<file path="src/rtl/img_bram_uart_tx.sv">
// img_bram_uart_tx
//
// Reads a WIDTH x HEIGHT greyscale image out of a read-first BRAM in raster
// order and serialises it over UART 8N1 (start bit, 8 data bits LSB first,
// stop bit). Each bit is held for CLOCKS_PER_BAUD cycles. Consecutive bytes
// follow each other with no idle gap. The next pixel is fetched during the
// stop bit of the current byte.
//
// Optional feature, enabled by defining IMG_TX_HEADER_EN:
//   Three header bytes are sent before the pixels: 0xA5, WIDTH[7:0] and
//   HEIGHT[7:0]. No BRAM read happens for these bytes. Pixel 0 is prefetched
//   during the stop bit of the third header byte.
//
// Ports:
//   clk_in     system clock
//   rst_in     synchronous active-high reset
//   start_in   one-cycle request to send the whole image (accepted only in IDLE)
//   pixel_in   BRAM read data, valid BRAM_LATENCY cycles after rd_en_out
//   addr_out   BRAM read address
//   rd_en_out  BRAM port enable, a one-cycle pulse per pixel
//   tx_out     UART serial line, idles high
//   busy_out   high while a frame is in progress
//   done_out   one-cycle pulse after the last stop bit
//
// Parameters:
//   CLOCKS_PER_BAUD  must be greater than BRAM_LATENCY+1
//   BIT_DEPTH        must be 8

module img_bram_uart_tx #(
    parameter int CLOCKS_PER_BAUD = 50,
    parameter int WIDTH           = 32,
    parameter int HEIGHT          = 32,
    parameter int BIT_DEPTH       = 8,
    parameter int BRAM_LATENCY    = 2
) (
    input  logic                              clk_in,
    input  logic                              rst_in,
    input  logic                              start_in,
    input  logic [BIT_DEPTH-1:0]              pixel_in,
    output logic [$clog2(WIDTH*HEIGHT)-1:0]   addr_out,
    output logic                              rd_en_out,
    output logic                              tx_out,
    output logic                              busy_out,
    output logic                              done_out
);

    localparam int ADDR_W = $clog2(WIDTH*HEIGHT);
    localparam int CNT_W  = $clog2(CLOCKS_PER_BAUD);

    localparam logic [ADDR_W-1:0] LAST_ADDR = ADDR_W'(WIDTH*HEIGHT - 1);
    localparam logic [CNT_W-1:0]  BAUD_LAST = CNT_W'(CLOCKS_PER_BAUD - 1);
    localparam logic [CNT_W-1:0]  LAT_CNT   = CNT_W'(BRAM_LATENCY);
    localparam logic [2:0]        BIT_LAST  = 3'(BIT_DEPTH - 1);

    typedef enum logic [2:0] {
        IDLE,
        FETCH,
        START,
        DATA,
        STOP
    } state_t;

    state_t                 state_q, state_d;
    logic [CNT_W-1:0]       baud_q;
    logic [2:0]             bit_q;
    logic [BIT_DEPTH-1:0]   shreg_q;
    logic [ADDR_W-1:0]      addr_q;
    logic                   more_q;
    logic                   fetch_q;
    logic                   done_q;
    logic                   baud_end;
    logic                   fetch_end;

`ifdef IMG_TX_HEADER_EN
    localparam logic [7:0] HDR_SYNC   = 8'hA5;
    localparam logic [7:0] HDR_WIDTH  = 8'(WIDTH);
    localparam logic [7:0] HDR_HEIGHT = 8'(HEIGHT);

    logic       in_hdr_q;
    logic [1:0] hdr_idx_q;

    // The first header byte is loaded on the start request, so FETCH is just
    // a single cycle.
    assign fetch_end = 1'b1;
`else
    // The pixel appears on pixel_in BRAM_LATENCY cycles after the FETCH issue cycle.
    assign fetch_end = (baud_q == LAT_CNT);
`endif

    assign baud_end = (baud_q == BAUD_LAST);

    // State register
    always_ff @(posedge clk_in) begin
        if (rst_in) begin
            state_q <= IDLE;
        end else begin
            state_q <= state_d;
        end
    end

    // Next-state logic. A start request during the done pulse is ignored.
    always_comb begin
        state_d = state_q;
        case (state_q)
            IDLE:    if (start_in && !done_q)        state_d = FETCH;
            FETCH:   if (fetch_end)                  state_d = START;
            START:   if (baud_end)                   state_d = DATA;
            DATA:    if (baud_end && bit_q == BIT_LAST) state_d = STOP;
            STOP:    if (baud_end)                   state_d = more_q ? START : IDLE;
            default:                                 state_d = IDLE;
        endcase
    end

    // Output logic. All outputs come from registered state only.
    always_comb begin
        tx_out    = 1'b1;
        busy_out  = (state_q != IDLE);
        done_out  = done_q;
        addr_out  = addr_q;
        rd_en_out = 1'b0;
        case (state_q)
            FETCH: begin
`ifndef IMG_TX_HEADER_EN
                rd_en_out = (baud_q == '0);
`endif
            end
            START:   tx_out = 1'b0;
            DATA:    tx_out = shreg_q[0];
            STOP:    rd_en_out = fetch_q && (baud_q == '0);
            default: ;
        endcase
    end

    // Datapath: baud/bit counters, shift register and address sequencing.
    // When a byte's last data bit ends, the controller decides two things: whether
    // another byte follows (more_q), and whether the stop bit must read the BRAM
    // (fetch_q). The stop bit is long enough to cover the read latency.
    always_ff @(posedge clk_in) begin
        if (rst_in) begin
            baud_q    <= '0;
            bit_q     <= '0;
            shreg_q   <= '0;
            addr_q    <= '0;
            more_q    <= 1'b0;
            fetch_q   <= 1'b0;
            done_q    <= 1'b0;
`ifdef IMG_TX_HEADER_EN
            in_hdr_q  <= 1'b0;
            hdr_idx_q <= '0;
`endif
        end else begin
            done_q <= 1'b0;
            case (state_q)
                IDLE: begin
                    baud_q  <= '0;
                    bit_q   <= '0;
                    fetch_q <= 1'b0;
`ifdef IMG_TX_HEADER_EN
                    if (start_in && !done_q) begin
                        in_hdr_q  <= 1'b1;
                        hdr_idx_q <= '0;
                        shreg_q   <= HDR_SYNC;
                    end
`endif
                end

                FETCH: begin
                    if (fetch_end) begin
                        baud_q <= '0;
`ifndef IMG_TX_HEADER_EN
                        shreg_q <= pixel_in;
`endif
                    end else begin
                        baud_q <= baud_q + 1'b1;
                    end
                end

                START: begin
                    baud_q <= baud_end ? '0 : baud_q + 1'b1;
                end

                DATA: begin
                    if (baud_end) begin
                        baud_q  <= '0;
                        shreg_q <= shreg_q >> 1;
                        if (bit_q == BIT_LAST) begin
                            bit_q <= '0;
`ifdef IMG_TX_HEADER_EN
                            if (in_hdr_q) begin
                                more_q    <= 1'b1;
                                hdr_idx_q <= hdr_idx_q + 1'b1;
                                if (hdr_idx_q == 2'd2) begin
                                    // Address 0 is already on addr_q.
                                    in_hdr_q <= 1'b0;
                                    fetch_q  <= 1'b1;
                                end else begin
                                    fetch_q <= 1'b0;
                                    shreg_q <= (hdr_idx_q == 2'd0) ? HDR_WIDTH : HDR_HEIGHT;
                                end
                            end else
`endif
                            begin
                                more_q  <= (addr_q != LAST_ADDR);
                                fetch_q <= (addr_q != LAST_ADDR);
                                if (addr_q != LAST_ADDR) begin
                                    addr_q <= addr_q + 1'b1;
                                end
                            end
                        end else begin
                            bit_q <= bit_q + 1'b1;
                        end
                    end else begin
                        baud_q <= baud_q + 1'b1;
                    end
                end

                STOP: begin
                    if (fetch_q && baud_q == LAT_CNT) begin
                        shreg_q <= pixel_in;
                    end
                    if (baud_end) begin
                        baud_q  <= '0;
                        fetch_q <= 1'b0;
                        if (!more_q) begin
                            addr_q <= '0;
                            done_q <= 1'b1;
                        end
                    end else begin
                        baud_q <= baud_q + 1'b1;
                    end
                end

                default: begin
                    baud_q <= '0;
                    bit_q  <= '0;
                end
            endcase
        end
    end

endmodule

</file>
<file path="config.mk">
export PLATFORM = sky130hd
export DESIGN_NAME = img_bram_uart_tx
export DESIGN_NICKNAME = d
export VERILOG_FILES = /design/src/rtl/img_bram_uart_tx.sv
export SDC_FILE = /design/constraint.sdc
export NUM_CORES = 1
export LEC_CHECK = 0
export CAP_MARGIN = 0
export CORE_MARGIN = 3
export CORE_UTILIZATION = 45
export CTS_CLUSTER_DIAMETER = 40
export DETAILED_ROUTE_END_ITERATION = 10
export GPL_ROUTABILITY_DRIVEN = 0
export MAX_ROUTING_LAYER = met4
export PLACE_DENSITY = 0.71
export SYNTH_ARGS = -nofsm -noshare
export SYNTH_HDL_FRONTEND = slang
export SYNTH_SLANG_ARGS = --single-unit
</file>
<file path="constraint.sdc">
create_clock -name clk_in -period 4.43 [get_ports clk_in]
set_input_delay 0.886 -clock clk_in [delete_from_list [all_inputs] [get_ports clk_in]]
set_output_delay 0.886 -clock clk_in [all_outputs]
set_load 0.05 [all_outputs]
</file>
## After elaboration in Yosys (flattened, before gate mapping)

Index checks and enable logic that the tools add are counted.

- Register bits: 33
- Output and inout bits: 14
- Logic and storage cells: 82
- Input port bits: 11

- Eq/ne operators: 18
- Bitwise gates (word level): 3
- Reduce and logical (&&, ||, !) cells: 20
- Add/subtract/negate cells: 3
- Multiplexer cells: 30

Operator list:

| kind | number |
|---|---|
| 2-to-1 mux 10 bit | 5 |
| 2-to-1 mux 8 bit | 3 |
| case mux 8 bit (3 select lines) | 1 |
| 2-to-1 mux 3 bit | 7 |
| inequality test 2 bit, second input constant | 10 |
| case mux 10 bit (2 select lines) | 1 |
| case mux 3 bit (5 select lines) | 1 |
| 2-to-1 mux 6 bit | 2 |
| case mux 6 bit (2 select lines) | 1 |
| adder 10 x 1 -> 10 bit, second input constant | 1 |
| inequality test 10 bit, second input constant | 1 |
| nonzero test 3 bit | 3 |
| OR reduction 3 bit | 3 |
| AND reduction 4 bit | 2 |
| adder 6 x 1 -> 6 bit, second input constant | 1 |
| equality test 3 x 2 -> 1 bit, second input constant | 2 |
| equality test 3 bit, second input constant | 2 |
| equality test 6 x 2 -> 1 bit, second input constant | 1 |
| equality test 6 bit, second input constant | 1 |
| logical NOT 6 bit | 1 |
| case mux 3 bit (2 select lines) | 1 |
| AND reduction 6 bit | 1 |
| AND reduction 5 bit | 1 |
| logical AND 1 bit | 4 |
| 12 further kinds | 18 |

## Logic depth before layout (Yosys ltp)

Gate-level depths: netlist (run 1).

- Depth after elaboration: 5
- Mapped depth: 8
- Depth with buffers taken out: 7

## Worst setup path after synthesis (run 1)

No wires, ideal clock.

- Path type: register to output
- From: register baud_q[3]
- To: output port rd_en_out
- Slack: 2173 ps
- Data required time: 3544 ps
- Cell stages (with the launch flop): 4
- Path buffers: 1
- Arrival time: 1371 ps
- Path through: dfxtp_1 buf_2 nor4_1 and3_1

- Cells in the longest elaborated chain, start to end: 3

RTL lines:

| what | RTL line | source |
|---|---|---|
| start: declaration | 64 | `logic [CNT_W-1:0] baud_q;` |
| start signal: assignment | 174 | `baud_q <= baud_q + 1'b1;` |
| start signal: assignment | 179 | `baud_q <= baud_end ? '0 : baud_q + 1'b1;` |
| start signal: assignment | 213 | `baud_q <= baud_q + 1'b1;` |
| logical NOT 6 bit * | 124, 129 |  |
| logical AND 1 bit | 129 | `STOP: rd_en_out = fetch_q && (baud_q == '0);` |
| case mux 1 bit (2 select lines) * | 121 | `case (state_q)` |
| end: declaration | 41 | `output logic rd_en_out,` |

Every way passes the cells marked *; elsewhere a longest branch is shown, timed or not.

## Worst setup path in the final report (run 1)

- From: register state_q[0]
- To: output port rd_en_out

- Cells in the longest elaborated chain, start to end: 2
- Elaborated cells between the ends (all ways): 3
- Those cells by class: eq/ne (2); mux (1)

RTL lines:

| what | RTL line | source |
|---|---|---|
| start: declaration | 63 | `state_t state_q, state_d;` |
| start signal: assignment | 97 | `state_q <= state_d;` |
| equality test 3 bit / equality test 3 x 1 -> 1 bit (equally long branches) | 121 |  |
| case mux 1 bit (2 select lines) * | 121 |  |

Marked as above.

==> results_dict.tcl, run 1 <==
set metrics [dict create \
    status "complete, no violations" \
    grt_pass1_vias 1360 \
    endpoint_kind "output port" \
    clk_path_buf_depth 2 \
    drive_above_1_share 0.0544 \
    rr_startpoint "state_q[1]" \
    slew_violations 0 \
    rsz0062_at_grt "false" \
    post-cts-setup-buffers 0 \
    slowest_stage "clkdlybuf4s50_1" \
    yosysUniqueCellTypes 45 \
    clk_pin_slew_ns 0.06 \
    drt-total-wl_um 3690 \
    num_antenna_cells 0 \
    rows 21 \
    antenna_found_initial 0 \
    synth_top_area_frac 0.381 \
    ant_nets 0 \
    path_max_fanout 16 \
    worst_pin_slew_ns 0.615 \
    hold_start "bit_q[1]" \
    setup_viol 0 \
    fmax_mhz 319 \
    synth-xor-area-share 0.0202 \
    worstPathArrival_ns 2.25 \
    drc 0 \
    post-place-ws_ns 1.61 \
    globalRouteOverflowTotal 0 \
    portBuffers 24 \
    drt-initial-drc-count 108 \
    first_pass_iters 4 \
    yosys-top-cells-area "dfxtp_1, nand2_1, nor2_1" \
    cp_cell_sequence "nand2b_1 > a21oi_1 > and3_1 > clkdlybuf4s50_1" \
    avgSynthCellArea_um2 7.99 \
    path_class "register to output port" \
    crit_path_max_incr_delay_ns 0.80 \
    htreeDepth 2 \
    synth_compound_area_frac 0.212 \
    ys_ff_latch 33 \
    fp.dieW_um 68.1 \
    slew_headroom 0.587 \
    dpl.hpwl_um 2640 \
    syn_to_final_growth_pct 19.3 \
    synth_top_family_by_area "simple AND/OR/NAND/NOR gates" \
    ys.flop_type "dfxtp_1" \
    period_share 0.708 \
    coreArea_um2 3520 \
    max-cap-violations 0 \
    clock_sinks 33 \
    track_usage 0.188 \
    fin_crit_ns 3.14 \
    synth_mux_area_frac 0 \
    crit_start "state_q[0]" \
    worst_slack_ns 1.29 \
    syn_nets 235 \
    fin_nets 257 \
    cp.required_ns 3.54 \
    tritoncts "done" \
    hold_path_class "register to register" \
    nFillCells 336 \
    hold_buffers 0 \
    wire_per_inst_um 12.9 \
    die_y_um 68.1 \
    numCtsBuffers 5 \
    vdd_drop_max_mv 0.264 \
    cts_resized 0 \
    synthCells 217 \
    finalSetupTns_ns 0 \
    async_flop_share 0 \
    skew_ns 0.00432 \
    worstSetupStartpointType "register" \
    cts_root_buf "clkbuf_8" \
    num_vias 1565 \
    start_util 0.492 \
    synthSimpleGateAreaFrac 0.287 \
    p_per_area_nw_per_um2 409 \
    power.leakage_nw 0.715 \
    seqCellArea_um2 661 \
    ys_seq_area_frac 0.381 \
    die_area_um2 4630 \
    grt_pass1_wl_um 6260 \
    synthAdderAreaFrac 0.0505 \
    hold_violations 0 \
    ys_warn_count 0 \
    synth_edf_count 0 \
    worstSkewPairLatency_ns 0.28 \
    yosys.area.top_type "dfxtp_1" \
    multi_input_area_um2 986 \
    syn_area_um2 1730 \
    io_pins 25 \
    whs_ns 0.455 \
    viasPerCell 5.49 \
    grt_max_degree 26 \
]
logic make-up after synthesis:
logic type | after synthesis
fa+ha+maj | 7
xor+xnor | 4
flops | 33
buf+inv | 18
simple gates | 100
compound gates | 55
routing by layer:
layer | GRT usage | up-vias | routed length (um)
li1 | - | 823 | -
met4 | 0.0744 | 0 | 70
met2 | 0.264 | 33 | 1570
met1 | 0.248 | 703 | 1820
met3 | 0.0608 | 6 | 229
met5 | - | - | 0
area by class of cell:
cell class	instances	area share
inverter	8	0.0145
tap	46	0.0278
clock buffer	7	0.0417
sequential	33	0.319
multi-input combinational	166	0.477
timing repair buffer	25	0.120
worst max-delay path: cells and delay by family (launching register included):
kind | cells | cell delay, ns
buffers and inverters | 1 | 0.80
flip-flops | 1 | 0.59
AND/OR/NAND/NOR | 2 | 0.32
AO/OA/AOI/OAI | 1 | 0.25
registers in the layout, summed over array words and instances, names as in the netlist:
name,flops
addr_out,10
baud_q,6
bit_q,3
done_out,1
fetch_q,1
more_q,1
shreg_q,8
state_q,3
cells in the final DEF, fill, tap and decap left out, types with 2 or more instances in the layout:
| master | count |
|---|---|
| a31oi_1 | 3 |
| nand3_1 | 6 |
| dfxtp_1 | 33 |
| nand2_1 | 33 |
| xor2_1 | 2 |
| a21oi_1 | 15 |
| nor2_1 | 27 |
| a311oi_1 | 8 |
| clkbuf_8 | 6 |
| inv_1 | 8 |
| clkdlybuf4s50_1 | 24 |
| xnor2_1 | 2 |
| a22o_1 | 3 |
| nor4_1 | 2 |
| and2_1 | 2 |
| ha_1 | 7 |
| nor3_1 | 5 |
| o2bb2ai_1 | 2 |
| o21ai_0 | 10 |
| nand3b_1 | 2 |
| o31ai_1 | 4 |
| or4_1 | 2 |
| or3_1 | 2 |
| and3_1 | 2 |
| o21a_1 | 4 |
| nand2b_1 | 3 |
| nand4_1 | 3 |
path summary, 6_finish.rpt:
path	endpoint	slack [ns]	cells after the start
max	rd_en_out	1.29	4
min	bit_q[1]	0.46	2
max reg2reg	shreg_q[3]	2.15	5
min reg2reg	bit_q[1]	0.46	2
cells in the mapped netlist (all sizes together), types with 2 or more instances:
cell     number
o2bb2ai       2
nor3          6
nand3b        2
nor2         27
and3          2
nand2b        3
o21ai        11
nand3         7
inv           8
nand2        33
a22o          3
a311oi        8
buf           5
clkbuf        5
or3           2
ha            7
dfxtp        33
xor2          2
nand4         3
a21oi        15
xnor2         2
and2          3
a31oi         3
o31ai         4
or4           3
nor4          3
o21a          4
where the power goes:
part | total (mW) | switching, mW | internal, mW
clock | 0.224 | 0.101 | 0.123
sequential | 0.354 | 0.0391 | 0.315
combinational | 0.267 | 0.169 | 0.0985
total | 0.846 | 0.309 | 0.537
stage by stage:
stage	utilization	power, mW	cells	area, um^2
detailed placement	0.563	0.627	278	1980
finish	0.587	0.846	285	2070
global route	0.587	0.897	285	2070
CTS	0.587	0.852	285	2070
floorplan	-	0.550	217	1730
global placement	0.563	0.626	278	1980
Note: power is estimated with default switching activity, not from simulation.
==> inputs of run 2 (changes only) <==
PLACE_DENSITY = 0.74   (was 0.71)
clock period = 2.7 ns   (was 4.43 ns; I/O delays follow)
==> results_dict.tcl, run 2 (synthesis gave the netlist of run 1 again) <==
set metrics [dict create \
    dp_cells 280 \
    wire_per_inst_um 13.6 \
    track_usage 0.193 \
    ant_nets 0 \
    clockPowerShare 0.258 \
    die_y_um 68.1 \
    seqPwrFrac 0.422 \
    worstPathArrival_ns 2.01 \
    grt_use_met1 0.256 \
    globalRouteOverflowTotal 0 \
    finalSetupTns_ns 0 \
    syn_to_final_growth_pct 19.7 \
    layout_common_cells "nand2_1, dfxtp_1, nor2_1" \
    cp.required_ns 2.16 \
    cts_root_buf "clkbuf_8" \
    clk_pin_slew_ns 0.06 \
    period_share 0.945 \
    die_area_um2 4630 \
    max-cap-violations 0 \
    htreeDepth 2 \
    status "complete, no violations" \
    tritoncts "done" \
    num_vias 1633 \
    use_met2 0.286 \
    setup_viol 0 \
    worstSkewPairLatency_ns 0.29 \
    numCtsBuffers 5 \
    slew_violations 0 \
    drc 0 \
    largest_reg_flops 10 \
    skew_ns 0.00914 \
    antenna_found_initial 0 \
    dpl.hpwl_um 2820 \
    p_per_area_nw_per_um2 666 \
    grt_max_degree 19 \
    grt_pass1_wl_um 6610 \
    portBuffers 24 \
    viasPerCell 5.67 \
    rsz0062_at_grt "false" \
    hold_path_class "register to register" \
    num_antenna_cells 0 \
    post-cts-setup-buffers 0 \
    drive_above_1_share 0.0620 \
    drt-initial-drc-count 102 \
    path_max_fanout 13 \
    vdd_drop_max_mv 0.464 \
    worstSetupStartpointType "register" \
    clk_path_buf_depth 2 \
    fin_util 0.589 \
    hold_violations 0 \
    cts_resized 0 \
    power.leakage_nw 0.723 \
    clock_sinks 33 \
    coreArea_um2 3520 \
    drt-total-wl_um 3920 \
    path_class "register to output port" \
    comb_power_share 0.321 \
    swShare 0.377 \
    worst_pin_slew_ns 0.644 \
    intPower_mw 0.860 \
    layout.cells.non_filler 288 \
    endpoint_kind "output port" \
    grtUsageMet3 0.0493 \
    fp.dieW_um 68.1 \
    p_sw_mw 0.521 \
    rows 21 \
    grt.busiest_layer "met2" \
    grt_pass1_vias 1432 \
    start_util 0.492 \
    io_pins 25 \
    whs_ns 0.460 \
    fin_crit_ns 2.55 \
    fmax_mhz 392 \
    fin_nets 259 \
    hold_buffers 0 \
    first_pass_iters 4 \
    slew_headroom 0.567 \
]
## run 2: changes by cell type in the layout (fill, tap and decap cells not counted)
| cell | delta |
|---|---|
| buf_4 | +3 |
| clkbuf_1 | +2 |
| clkbuf_8 | -1 |
| clkdlybuf4s50_1 | -1 |
## run 2: power groups by stage
stage	Combinational (mW)	Clock, mW	Sequential, mW
global placement	0.437	0	0.587
detailed placement	0.443	0	0.590
floorplan	0.341	0	0.561
CTS	0.445	0.362	0.580
global route	0.492	0.383	0.591
finish	0.443	0.356	0.583
## run 2: metrics by stage
| step | instance area, um^2 | power, mW | worst slack, ns |
|---|---|---|---|
| 2_1_floorplan | 1730 | 0.902 | 0.600 |
| 3_3_place_gp | 1990 | 1.02 | 0.580 |
| 3_5_place_dp | 1990 | 1.03 | 0.475 |
| 4_1_cts | 2070 | 1.39 | 0.165 |
| 5_1_grt | 2070 | 1.47 | 0.0170 |
| 6_report | 2070 | 1.38 | 0.148 |
## run 2: cell type report
class	count	area, um^2
sequential	33	661
multi-input combinational	166	986
fill	351	1450
tap	46	57.6
timing repair buffer	27	260
inverter	8	30.0
clock buffer	8	80.1
## run 2: per-layer routing
layer	part of all wire	up-vias	routed length, um
li1	-	825	-
met1	0.49	767	1940
met2	0.45	34	1770
met3	0.039	7	153
met4	0.014	0	55
met5	0	-	0
## run 2: worst paths after layout
path,from,end,slack [ns],cells after the start
worst max-delay path,state_q[1],tx_out,0.15,3
worst min-delay path,bit_q[2],bit_q[2],0.46,2
worst min register to register,bit_q[2],bit_q[2],0.46,2
worst max register to register,baud_q[1],state_q[0],0.58,7
## run 2: worst max-delay path, stage by stage, from the launching register on
cell	delay, ns
dfxtp_1	0.56
nor2b_1	0.37
nand2_1	0.08
clkdlybuf4s50_1	0.71
